--- src/rtl/fact_pkg.sv ---
// Shared definitions for the factorial sequencer: state encoding, default limits
// and the bit layout of the registered output/strobe bundle.
package fact_pkg;

  typedef enum logic [2:0] {
    ST_IDLE   = 3'd0,
    ST_LOAD   = 3'd1,
    ST_CHECK  = 3'd2,
    ST_MULT   = 3'd3,
    ST_FINISH = 3'd4,
    ST_DONE   = 3'd5,
    ST_ERROR  = 3'd6
  } state_t;

  localparam int N_MAX_DEF    = 12;
  localparam int MAX_ITER_DEF = 12;

  localparam int STB_W       = 8;
  localparam int STB_MUX_SEL = 0;
  localparam int STB_REG_LD  = 1;
  localparam int STB_CNT_LD  = 2;
  localparam int STB_CNT_EN  = 3;
  localparam int STB_OUT_LD  = 4;
  localparam int STB_BUSY    = 5;
  localparam int STB_DONE    = 6;
  localparam int STB_ERR     = 7;

  // Moore decode: every output is a pure function of the state it accompanies.
  function automatic logic [STB_W-1:0] decode_strobes(state_t s);
    logic [STB_W-1:0] b;
    b = '0;
    case (s)
      ST_LOAD: begin
        b[STB_MUX_SEL] = 1'b1;
        b[STB_REG_LD]  = 1'b1;
        b[STB_CNT_LD]  = 1'b1;
        b[STB_BUSY]    = 1'b1;
      end
      ST_CHECK: b[STB_BUSY] = 1'b1;
      ST_MULT: begin
        b[STB_REG_LD] = 1'b1;
        b[STB_CNT_EN] = 1'b1;
        b[STB_BUSY]   = 1'b1;
      end
      ST_FINISH: begin
        b[STB_OUT_LD] = 1'b1;
        b[STB_BUSY]   = 1'b1;
      end
      ST_DONE: b[STB_DONE] = 1'b1;
      ST_ERROR: begin
        b[STB_DONE] = 1'b1;
        b[STB_ERR]  = 1'b1;
      end
      default: b = '0;
    endcase
    return b;
  endfunction

endpackage

--- src/rtl/fact_seq_ctrl_if.sv ---
// GO/DONE handshake plus the datapath strobe bundle between the factorial
// sequencer (slave) and its requester/datapath (master).
interface fact_seq_ctrl_if #(
  parameter int N_W = 4
);
  logic           GO;
  logic [N_W-1:0] N;
  logic           GT;
  logic           BUSY;
  logic           DONE;
  logic           ERR;
  logic           MUX_SEL;
  logic           REG_LD;
  logic           CNT_LD;
  logic           CNT_EN;
  logic           OUT_LD;

  modport master (
    output GO, N, GT,
    input  BUSY, DONE, ERR, MUX_SEL, REG_LD, CNT_LD, CNT_EN, OUT_LD
  );

  modport slave (
    input  GO, N, GT,
    output BUSY, DONE, ERR, MUX_SEL, REG_LD, CNT_LD, CNT_EN, OUT_LD
  );
endinterface

--- src/rtl/fact_watchdog.sv ---
// Counts MULT iterations of one run and flags when the limit is reached, guarding
// against a comparator that never deasserts.
module fact_watchdog #(
  parameter int ITER_W   = 4,
  parameter int MAX_ITER = 12
) (
  input  logic clk,
  input  logic rst,
  input  logic clr,
  input  logic inc,
  output logic at_limit
);

  logic [ITER_W-1:0] iter_q, iter_d;

  // Saturating increment so a stuck run can never wrap back below the limit.
  always_comb begin
    iter_d = iter_q;
    if (clr) begin
      iter_d = '0;
    end else if (inc && (iter_q != '1)) begin
      iter_d = iter_q + 1'b1;
    end
  end

  always_ff @(posedge clk) begin
    if (rst) begin
      iter_q <= '0;
    end else begin
      iter_q <= iter_d;
    end
  end

  assign at_limit = (iter_q == ITER_W'(MAX_ITER));

endmodule

--- src/rtl/fact_seq_ctrl.sv ---
// Sequencing FSM for the iterative factorial datapath: range check, LOAD/CHECK/MULT
// loop, result hand-off and GO/DONE handshake, with registered Moore outputs.
module fact_seq_ctrl
  import fact_pkg::*;
#(
  parameter int N_W      = 4,
  parameter int N_MAX    = N_MAX_DEF,
  parameter int MAX_ITER = MAX_ITER_DEF,
  parameter int ITER_W   = 4
) (
  input  logic            CLK,
  input  logic            RST,
  fact_seq_ctrl_if.slave  bus
);

  state_t           state_q, state_d;
  logic [STB_W-1:0] stb_q, stb_d;
  logic             iter_at_limit;

  fact_watchdog #(
    .ITER_W   (ITER_W),
    .MAX_ITER (MAX_ITER)
  ) u_watchdog (
    .clk      (CLK),
    .rst      (RST),
    .clr      (state_q == ST_LOAD),
    .inc      (state_q == ST_MULT),
    .at_limit (iter_at_limit)
  );

  // Outputs are decoded from the next state and registered with it, so they
  // always line up with the state they belong to.
  always_comb begin
    state_d = state_q;
    case (state_q)
      ST_IDLE: begin
        if (bus.GO) begin
          state_d = (bus.N > N_W'(N_MAX)) ? ST_ERROR : ST_LOAD;
        end
      end
      ST_LOAD:   state_d = ST_CHECK;
      ST_CHECK: begin
        if (!bus.GT) begin
          state_d = ST_FINISH;
        end else if (iter_at_limit) begin
          state_d = ST_ERROR;
        end else begin
          state_d = ST_MULT;
        end
      end
      ST_MULT:   state_d = ST_CHECK;
      ST_FINISH: state_d = ST_DONE;
      ST_DONE, ST_ERROR: begin
        if (!bus.GO) begin
          state_d = ST_IDLE;
        end
      end
      default:   state_d = ST_IDLE;
    endcase
    stb_d = decode_strobes(state_d);
  end

  always_ff @(posedge CLK) begin
    if (RST) begin
      state_q <= ST_IDLE;
      stb_q   <= '0;
    end else begin
      state_q <= state_d;
      stb_q   <= stb_d;
    end
  end

  assign bus.MUX_SEL = stb_q[STB_MUX_SEL];
  assign bus.REG_LD  = stb_q[STB_REG_LD];
  assign bus.CNT_LD  = stb_q[STB_CNT_LD];
  assign bus.CNT_EN  = stb_q[STB_CNT_EN];
  assign bus.OUT_LD  = stb_q[STB_OUT_LD];
  assign bus.BUSY    = stb_q[STB_BUSY];
  assign bus.DONE    = stb_q[STB_DONE];
  assign bus.ERR     = stb_q[STB_ERR];

endmodule

--- src/flat_wrapper.sv ---
// flat-port wrapper written by rule: the top's interface ports become plain ports
module fact_seq_ctrl_flat import fact_pkg::*;
#(
  parameter int N_W      = 4,
  parameter int N_MAX    = N_MAX_DEF,
  parameter int MAX_ITER = MAX_ITER_DEF,
  parameter int ITER_W   = 4
)
  (CLK, RST, bus_GO, bus_N, bus_GT, bus_BUSY, bus_DONE, bus_ERR, bus_MUX_SEL, bus_REG_LD, bus_CNT_LD, bus_CNT_EN, bus_OUT_LD);
  fact_seq_ctrl_if #(.N_W(N_W)) bus_i ();
  input  logic CLK;
  input  logic RST;
  input wire logic [$bits(bus_i.GO)-1:0] bus_GO;
  input wire logic [$bits(bus_i.N)-1:0] bus_N;
  input wire logic [$bits(bus_i.GT)-1:0] bus_GT;
  output wire logic [$bits(bus_i.BUSY)-1:0] bus_BUSY;
  output wire logic [$bits(bus_i.DONE)-1:0] bus_DONE;
  output wire logic [$bits(bus_i.ERR)-1:0] bus_ERR;
  output wire logic [$bits(bus_i.MUX_SEL)-1:0] bus_MUX_SEL;
  output wire logic [$bits(bus_i.REG_LD)-1:0] bus_REG_LD;
  output wire logic [$bits(bus_i.CNT_LD)-1:0] bus_CNT_LD;
  output wire logic [$bits(bus_i.CNT_EN)-1:0] bus_CNT_EN;
  output wire logic [$bits(bus_i.OUT_LD)-1:0] bus_OUT_LD;
  assign bus_i.GO = bus_GO;
  assign bus_i.N = bus_N;
  assign bus_i.GT = bus_GT;
  assign bus_BUSY = bus_i.BUSY;
  assign bus_DONE = bus_i.DONE;
  assign bus_ERR = bus_i.ERR;
  assign bus_MUX_SEL = bus_i.MUX_SEL;
  assign bus_REG_LD = bus_i.REG_LD;
  assign bus_CNT_LD = bus_i.CNT_LD;
  assign bus_CNT_EN = bus_i.CNT_EN;
  assign bus_OUT_LD = bus_i.OUT_LD;
  fact_seq_ctrl #(.N_W(N_W), .N_MAX(N_MAX), .MAX_ITER(MAX_ITER), .ITER_W(ITER_W)) u_core (.CLK(CLK), .RST(RST), .bus(bus_i));
endmodule
--- config.mk ---
export PLATFORM = sky130hd
export DESIGN_NAME = fact_seq_ctrl_flat
export DESIGN_NICKNAME = d
export VERILOG_FILES = /design/src/rtl/fact_pkg.sv /design/src/rtl/fact_seq_ctrl_if.sv /design/src/rtl/fact_watchdog.sv /design/src/rtl/fact_seq_ctrl.sv /design/src/flat_wrapper.sv
export SDC_FILE = /design/constraint.sdc
export NUM_CORES = 1
export LEC_CHECK = 0
export ABC_AREA = 0
export BUFFER_PORTS_ARGS = -buffer_cell sky130_fd_sc_hd__buf_4
export CORE_MARGIN = 4
export CORE_UTILIZATION = 40
export CTS_CLUSTER_DIAMETER = 80
export CTS_CLUSTER_SIZE = 25
export DETAILED_ROUTE_END_ITERATION = 8
export GPL_ROUTABILITY_DRIVEN = 0
export PLACE_DENSITY = 0.65
export SETUP_SLACK_MARGIN = 0.15
export SLEW_MARGIN = 10
export SYNTH_ARGS = -nofsm -noshare
export SYNTH_HDL_FRONTEND = slang
export SYNTH_SLANG_ARGS = --single-unit
export TNS_END_PERCENT = 100
--- constraint.sdc ---
create_clock -name CLK -period 1.4 [get_ports CLK]
set_input_delay 0.14 -clock CLK [delete_from_list [all_inputs] [get_ports CLK]]
set_output_delay 0.14 -clock CLK [all_outputs]
set_load 0.01 [all_outputs]
==> results of run 1 <==
-- per-layer routing --
layer / routed length (um) / global-route usage / part of all wire
met1: 792 / 0.1682 / 0.47
met2: 765 / 0.2304 / 0.45
met3: 121 / 0.06135 / 0.071
met4: 19 / 0.07373 / 0.011
met5: 0 / 0 / 0
-- how the worst min path moves through the flow --
stage	from	to	slack [ns]	depth (start not counted)
CTS	RST	u_core.state_q[0]	0.05	2
detailed placement	RST	u_core.stb_q[5]	0.35	2
finish	RST	u_core.stb_q[5]	0.06	2
global route	RST	u_core.stb_q[5]	0.05	2
floorplan	RST	u_core.stb_q[5]	0.21	1
global placement	RST	u_core.state_q[0]	0.35	2
-- Yosys cell counts (2+ instances only) --
library cell	number
a21oi_1	4
nand2_1	3
xnor2_1	2
nand2b_1	3
dfxtp_1	14
nand3_1	5
ha_1	2
inv_1	7
nor2_2	2
nor2b_1	3
nor2_1	9
-- per-stage QoR --
stage	util	hold WS (ns)	setup WS [ns]	std cells
after global routing	0.7011	0.05344	-0.2386	124
after floorplan	-	0.2091	-0.1843	72
after detailed placement	0.5772	0.3452	-0.1626	116
after CTS	0.6560	0.04533	-0.1419	124
after global placement	0.5772	0.3501	-0.1590	116
final	0.7011	0.05741	-0.1727	124
-- flip-flops by register name, indices dropped and copies added, names as in the netlist --
register / flops
u_core.state_q: 3
u_core.u_watchdog.iter_q: 4
u_core.stb_q: 7
-- logic make-up (layout without fill, tap and decap cells) --
family / Yosys count / count (layout) / share of synthesized area
and+or+nand+nor: 31 / 31 / 0.2625
muxes: 1 / 1 / 0.01533
buffers and inverters: 9 / 45 / 0.06898
AOI/OAI and AO/OA: 12 / 12 / 0.1456
adders and majority gates: 2 / 2 / 0.03831
DFF: 14 / 14 / 0.4291
xor gates and xnor gates: 3 / 3 / 0.04024
-- power breakdown --
part	switching (W)	internal [W]
Combinational	0.000205	0.000270
Clock	0.000121	0.0000996
Sequential	0.0000299	0.000443
-- worst reg2reg max path: stages, from the launching register on --
cell     delay [ns]
dfxtp_2        0.33
or3b_1         0.37
o32a_1         0.22
o21a_4         0.14
or3_4          0.38
nor2_2         0.08
-- layout by cell type, fill, tap and decap left out, drive strengths merged --
master	count
nor2b	3
nand3	5
clkbuf	3
inv	7
dfxtp	14
a22oi	1
o221ai	1
o32a	1
ha	2
xor2	1
mux2i	1
or3	1
a31o	1
nand4	1
nand2	3
nand2b	3
nor2	11
o21a	2
or2b	1
a21o	1
and4b	1
xnor2	2
a21oi	4
buf	35
o211a	1
or3b	1
and2	1
-- timing repair --
| action | 4_1_cts | 5_1_grt |
|---|---|---|
| gates resized for setup | 17 | 15 |
| buffers inserted | 5 | 0 |
| pin swaps | 6 | 7 |
| cloned | 0 | 0 |
| setup endpoints to repair | 13 | 14 |
-- layout make-up --
type                    instances  area, um2
fillers                       124      455.4
multi-input cells              49      431.7
flip-flops and latches         14      286.5
repair buffers                 35      281.5
inverters                       7      26.28
clock buffers                   3      22.52
well taps                      16      20.02
==> flow_summary.yaml, run 1 <==
setup_path:
  cp_slowest_cell: "or3_4"
  slowest_delay_ns: 0.38
  reg2reg_to: "u_core.stb_q[3]"
  cp-endpoint: "u_core.stb_q[3]"
  crit_arrival_ns: 1.79
  path_depth: 5
  crit_start: "u_core.state_q[0]"
  cp_max_fo: 3
  worst-setup-path-type: "reg -> reg"
  cp_num_buf_inv: 0
  end_kind: "flop"
  cpLargestDelayFamily: "simple AND/OR/NAND/NOR gates"
  cp.required_ns: 1.62
  r2r_cells: 5
  critPathLaunchType: "flop"
  cp_cell_sequence: "or3b_1 > o32a_1 > o21a_4 > or3_4 > nor2_2"
  r2r_start: "u_core.state_q[0]"
  reg2reg_slack_ns: -0.17
timing:
  fin_skew_ns: 0.002848
  timing.fmax_mhz: 635.8
  fin_tns_setup_ns: -0.8172
  hold_violations: 0
  setup_ws_ns: -0.1727
  rsz0062_at_grt: "yes"
  tightest_slew_ns: 0.2196
  period_needed_ns: 1.573
  slew_violations: 0
  period_share: 1.123
  max_slew_margin: 0.8536
  setup_viol: 6
synthesis:
  yosysTopAreaCell: "dfxtp_1"
  synthFlopType: "dfxtp_1"
  synth_cell_types: 29
  synth.avg_cell_area_um2: 9.071
  syn_inst: 72
  yosys-top-cells-area: "dfxtp_1, nor2_1, inv_1"
  synth_top_area_share: 0.4291
  synth_nets: 82
  ys_warn_count: 0
  syn-cell-area_um2: 653.1
  synth-seq-area-share: 0.4291
  synth-edff-count: 0
  async_flop_share: 0
  synth-seq-cells: 14
power:
  vdd_drop_max_v: 0.0006840
  power.density_nw_per_um2: 1094
  power_w: 0.001169
  p_leak_nw: 0.4775
placement:
  place_area_um2: 879.6
  dp_hpwl_um: 1023
  portBuffers: 15
detailed_routing:
  wl_per_cell_um: 13.70
  ant_nets: 0
  drt-pass1-iter-count: 4
  dr.first_iter.drc_count: 13
  vias: 649
  drc_errors: 0
  drt_wl_total_um: 1699
  viasPerCell: 5.234
floorplan:
  dieArea_um2: 2344
  die_w_um: 48.41
  rows: 14
  die_y_um: 48.41
  coreArea_um2: 1524
  io_pins: 16
  start_util: 0.4286
global_route:
  gr-usage-all-layers: 0.1468
  grt_pass1_wl_um: 2753
  grt-ovfl-total: 0
  antenna_found_initial: 0
  grt_max_degree: 8
  grt_pass1_vias: 651
cts:
  cts_tree: "yes"
  cts-root-buf: "clkbuf_4"
  cts.sinks: 14
  clk_pin_slew_worst_paths_ns: 0.08
  clk_path_buf_depth: 2
  postCtsHoldBufs: 0
  cts_buffers: 3
  clk-insertion-delay-late_ns: 0.27
  cts_max_level: 1
status:
  status: "finished with violations"
  violations: "negative setup slack"
min_path:
  hold_path.class: "in -> reg"
run:
  drv_cap: 0
cells_and_area:
  drive_above_1_share: 0.6019
  area_delta_synth_final_pct: 63.60
  num_antenna_cells: 0
  fin_nets: 120
  fin_area_um2: 1069
Note: power is estimated with default switching activity, not from simulation.
==> run 2, diff against run 1 <==
SKIP_CTS_REPAIR_TIMING = 1   (was not set)
==> flow_summary.yaml, run 2 (synthesized netlist as in run 1, its figures left out) <==
status:
  status: "finished with violations"
  violations: "negative setup slack"
global_route:
  grt_pass1_wl_um: 2283
  grt-ovfl-total: 0
  antenna_found_initial: 0
  grt_max_degree: 8
  gr-usage-all-layers: 0.1213
  grt_pass1_vias: 539
power:
  vdd_drop_max_v: 0.0006587
  p_clk_frac: 0.206
  power.density_nw_per_um2: 1093
  seq_power_share: 0.434
  switchingPower_w: 0.0003280
  p_int_w: 0.0007590
  switching_share: 0.3017
  p_leak_nw: 0.4443
  pwr-share-comb: 0.360
detailed_routing:
  wl_per_cell_um: 12.74
  viasPerCell: 5.244
  drc_errors: 0
  met3_length_um: 104
  dr.first_iter.drc_count: 15
  drt_wl_total_um: 1516
  top_layer: "met4"
  route.met2.wl_um: 662
  ant_nets: 0
  wl_met1_um: 696
  vias: 624
  drt-pass1-iter-count: 4
timing:
  tightest_slew_ns: 0.2143
  hold_violations: 0
  setup_viol: 6
  period_share: 1.107
  rsz0062_at_grt: "yes"
  hold_ws_ns: 0.05053
  period_needed_ns: 1.550
  timing.fmax_mhz: 645.1
  slew_violations: 0
  max_slew_margin: 0.8571
  setup_ws_ns: -0.1503
  fin_skew_ns: 0.001360
min_path:
  worstHoldStart: "RST"
  hold_path.class: "in -> reg"
setup_path:
  cp.required_ns: 1.62
  cpLargestDelayFamily: "simple AND/OR/NAND/NOR gates"
  slowest_delay_ns: 0.38
  critPathLaunchType: "flop"
  crit_start: "u_core.state_q[0]"
  r2r_start: "u_core.state_q[0]"
  cp_max_fo: 4
  cp_cell_sequence: "or3b_1 > o32a_1 > o21a_4 > or3_4 > nor2_2"
  cp_slowest_cell: "or3_4"
  crit_arrival_ns: 1.77
  end_kind: "flop"
  cp_num_buf_inv: 0
  worst-setup-path-type: "reg -> reg"
cells_and_area:
  drive_above_1_share: 0.5437
  regMostFlops: "u_core.stb_q"
  fillers: 134
  area_delta_synth_final_pct: 52.30
  top_regs: "u_core.stb_q x7, u_core.u_watchdog.iter_q x4, u_core.state_q x3"
  fin_nets: 115
  regArea_um2: 285.3
  num_antenna_cells: 0
  final_common_cell: "buf_4"
  largest_reg_flops: 7
  multi_input_area_um2: 415.4
  layout_common_cells: "buf_4, dfxtp_1, nor2_1"
floorplan:
  die_w_um: 48.41
  rows: 14
  die_y_um: 48.41
  coreArea_um2: 1524
  io_pins: 16
  dieArea_um2: 2344
  start_util: 0.4286
placement:
  portBuffers: 15
  dp_hpwl_um: 1023
  dp_slack_ns: -0.1626
cts:
  clk_path_buf_depth: 2
  cts_max_level: 1
  clk_pin_slew_worst_paths_ns: 0.08
  cts_buffers: 3
  cts-root-buf: "clkbuf_4"
  cts_tree: "yes"
  clk-insertion-delay-late_ns: 0.28
  cts.sinks: 14
run:
  drv_cap: 0
run 2: cell count changes in the layout (fill, tap and decap cells not counted), sizes merged:
cell,before,now
buf,35,30
run 2: path summary, 6_finish.rpt:
| check | to | slack, ns | cells past startpoint |
|---|---|---|---|
| hold / removal | u_core.stb_q[5] | 0.05 | 2 |
| setup / recovery | u_core.stb_q[3] | -0.15 | 5 |
| setup reg to reg | u_core.stb_q[3] | -0.15 | 5 |
| hold reg to reg | u_core.u_watchdog.iter_q[1] | 0.63 | 3 |
run 2: routing by layer:
layer,vias to the layer above,global-route usage
li1,308,-
met2,27,0.1761
met5,-,0
met1,281,0.1550
met3,8,0.04908
met4,0,0.05530
run 2: power groups by stage:
stage               Combinational [W]  Clock [W]  Sequential [W]
global route                 0.000423   0.000241        0.000477
detailed placement           0.000346          0        0.000475
floorplan                    0.000180          0        0.000484
global placement             0.000345          0        0.000474
CTS                          0.000349   0.000225        0.000467
finish                       0.000391   0.000224        0.000472
run 2: area by class of cell:
cell class              instances  area share
clock buffers                   3     0.02264
inverters                       7     0.02642
multi-input cells              49      0.4176
flip-flops and latches         14      0.2868
well taps                      16     0.02013
repair buffers                 30      0.2264
run 2: metrics by stage:
stage,util,setup TNS (ns),cell area (um2),power (W),instances
after global routing,0.6527,-1.136,994.7,0.001142,119
after CTS,0.5920,-1.142,902.1,0.001040,119
after global placement,0.5772,-0.8453,879.6,0.0008191,116
after detailed placement,0.5772,-0.9118,879.6,0.0008211,116
after floorplan,-,-0.5317,653.1,0.0006639,72
final,0.6527,-0.7316,994.7,0.001087,119
==> run 3, diff against run 2 <==
CELL_PAD_IN_SITES_DETAIL_PLACEMENT = 0   (was not set)
CELL_PAD_IN_SITES_GLOBAL_PLACEMENT = 1   (was not set)
CORE_UTILIZATION = 33   (was 40)
PLACE_DENSITY = not set   (was 0.65)
PLACE_DENSITY_LB_ADDON = 0.1   (was not set)
==> flow_summary.yaml, run 3 (synthesized netlist as in run 1, its figures left out) <==
detailed_routing:
  drt-pass1-iter-count: 4
  viasPerCell: 4.600
  ant_nets: 0
  vias: 598
  drc_errors: 0
  drt_wl_total_um: 1604
  dr.first_iter.drc_count: 8
  wl_per_cell_um: 12.34
timing:
  slew_violations: 0
  period_share: 1.099
  rsz0062_at_grt: "yes"
  hold_violations: 0
  setup_ws_ns: -0.1380
  timing.fmax_mhz: 650.2
  max_slew_margin: 0.7886
  tightest_slew_ns: 0.3171
  period_needed_ns: 1.538
  hold_ws_ns: 0.05732
  fin_skew_ns: 0.003177
  setup_viol: 6
power:
  vdd_drop_max_v: 0.0008308
  p_leak_nw: 0.4629
  power_w: 0.001178
  power.density_nw_per_um2: 1126
floorplan:
  dieArea_um2: 2755
  start_util: 0.3625
  io_pins: 16
  rows: 15
  die_w_um: 52.49
  die_y_um: 52.49
  coreArea_um2: 1802
cells_and_area:
  fin_area_um2: 1046
  fin_util: 0.5806
  num_antenna_cells: 0
  area_delta_synth_final_pct: 60.15
  layout_common_cells: "buf_4, dfxtp_1, nor2_1"
  fillers: 171
  regMostFlops: "u_core.stb_q"
  largest_reg_flops: 7
  top_regs: "u_core.stb_q x7, u_core.u_watchdog.iter_q x4, u_core.state_q x3"
  drive_above_1_share: 0.5810
  fin_nets: 116
  final_common_cell: "buf_4"
  finalNonFillerCells: 130
placement:
  portBuffers: 15
  dp_cells: 124
  place_area_um2: 883.3
  dp_hpwl_um: 980.2
cts:
  cts_tree: "yes"
  cts_max_level: 1
  cts-root-buf: "clkbuf_4"
  clk-insertion-delay-late_ns: 0.28
  cts.sinks: 14
  clk_path_buf_depth: 2
  clk_pin_slew_worst_paths_ns: 0.09
  cts_buffers: 3
setup_path:
  cp_cell_sequence: "or3b_1 > o32a_1 > o21a_4 > or3_4 > nor2_2"
  r2r_start: "u_core.state_q[1]"
  crit_arrival_ns: 1.77
  cp.required_ns: 1.63
  worst-setup-path-type: "reg -> reg"
  r2r_cells: 5
  end_kind: "flop"
  slowest_delay_ns: 0.38
  cp_slowest_cell: "or3_4"
  reg2reg_to: "u_core.stb_q[2]"
  critPathLaunchType: "flop"
  cp_max_fo: 7
  reg2reg_slack_ns: -0.14
global_route:
  grt_pass1_vias: 550
  gr-usage-all-layers: 0.1135
  grt_pass1_wl_um: 2277
  grt-ovfl-total: 0
  grt_max_degree: 9
  antenna_found_initial: 0
min_path:
  worst_hold_path.endpoint: "u_core.state_q[1]"
  whs_path_depth: 2
  worstHoldStart: "RST"
  hold_path.class: "in -> reg"
status:
  violations: "negative setup slack"
  status: "finished with violations"
run:
  drv_cap: 0
[run 3: cell types whose count changed in the layout (fill, tap and decap cells not counted), sizes merged]
| cell | change |
|---|---|
| buf | +1 |
| clkbuf | +1 |
[run 3: power by group]
group | total, W | switching [W] | leakage (nW) | internal, W
Combinational | 0.000415 | 0.000187 | 0.326 | 0.000228
Sequential | 0.000468 | 0.0000258 | 0.116 | 0.000443
Clock | 0.000294 | 0.000136 | 0.0210 | 0.000158
Total | 0.00118 | 0.000349 | 0.463 | 0.000829
[run 3: layout make-up]
type | instances | area (um2) | share of cell area
Timing Repair Buffer | 31 | 232.7 | 0.2225
Multi-Input combinational cell | 49 | 431.7 | 0.4127
Tap cell | 25 | 31.28 | 0.02990
Clock buffer | 4 | 36.28 | 0.03469
Inverter | 7 | 26.28 | 0.02512
Sequential cell | 14 | 287.8 | 0.2751
[run 3: worst max-delay path by stage]
stage / startpoint / end / slack, ns / cells after the start
after floorplan: u_core.state_q[0] / u_core.stb_q[2] / -0.18 / 6
after CTS: u_core.state_q[1] / u_core.stb_q[2] / -0.16 / 5
after global placement: u_core.state_q[1] / u_core.stb_q[3] / -0.14 / 5
after global routing: u_core.state_q[1] / u_core.stb_q[3] / -0.20 / 5
after detailed placement: u_core.state_q[1] / u_core.stb_q[2] / -0.14 / 5
final: u_core.state_q[1] / u_core.stb_q[2] / -0.14 / 5
[run 3: worst max-delay path, delay by kind of cell, from the launching register on]
kind | cells | cell delay (ns)
compound gates | 2 | 0.32
simple gates | 3 | 0.81
flops | 1 | 0.37
[run 3: metal layers]
metal / wire (um) / global-route usage / vias to the layer above
met4: 12 / 0.02553 / 0
met3: 132 / 0.05983 / 2
met1: 723 / 0.1517 / 274
li1: - / - / 305
met2: 735 / 0.1591 / 17
met5: 0 / 0 / -
[run 3: metrics by stage]
stage / setup slack, ns / setup TNS, ns
floorplan: -0.1843 / -0.5317
global placement: -0.1432 / -0.7430
detailed placement: -0.1383 / -0.6997
CTS: -0.1622 / -0.9650
global route: -0.2040 / -1.074
finish: -0.1380 / -0.6891
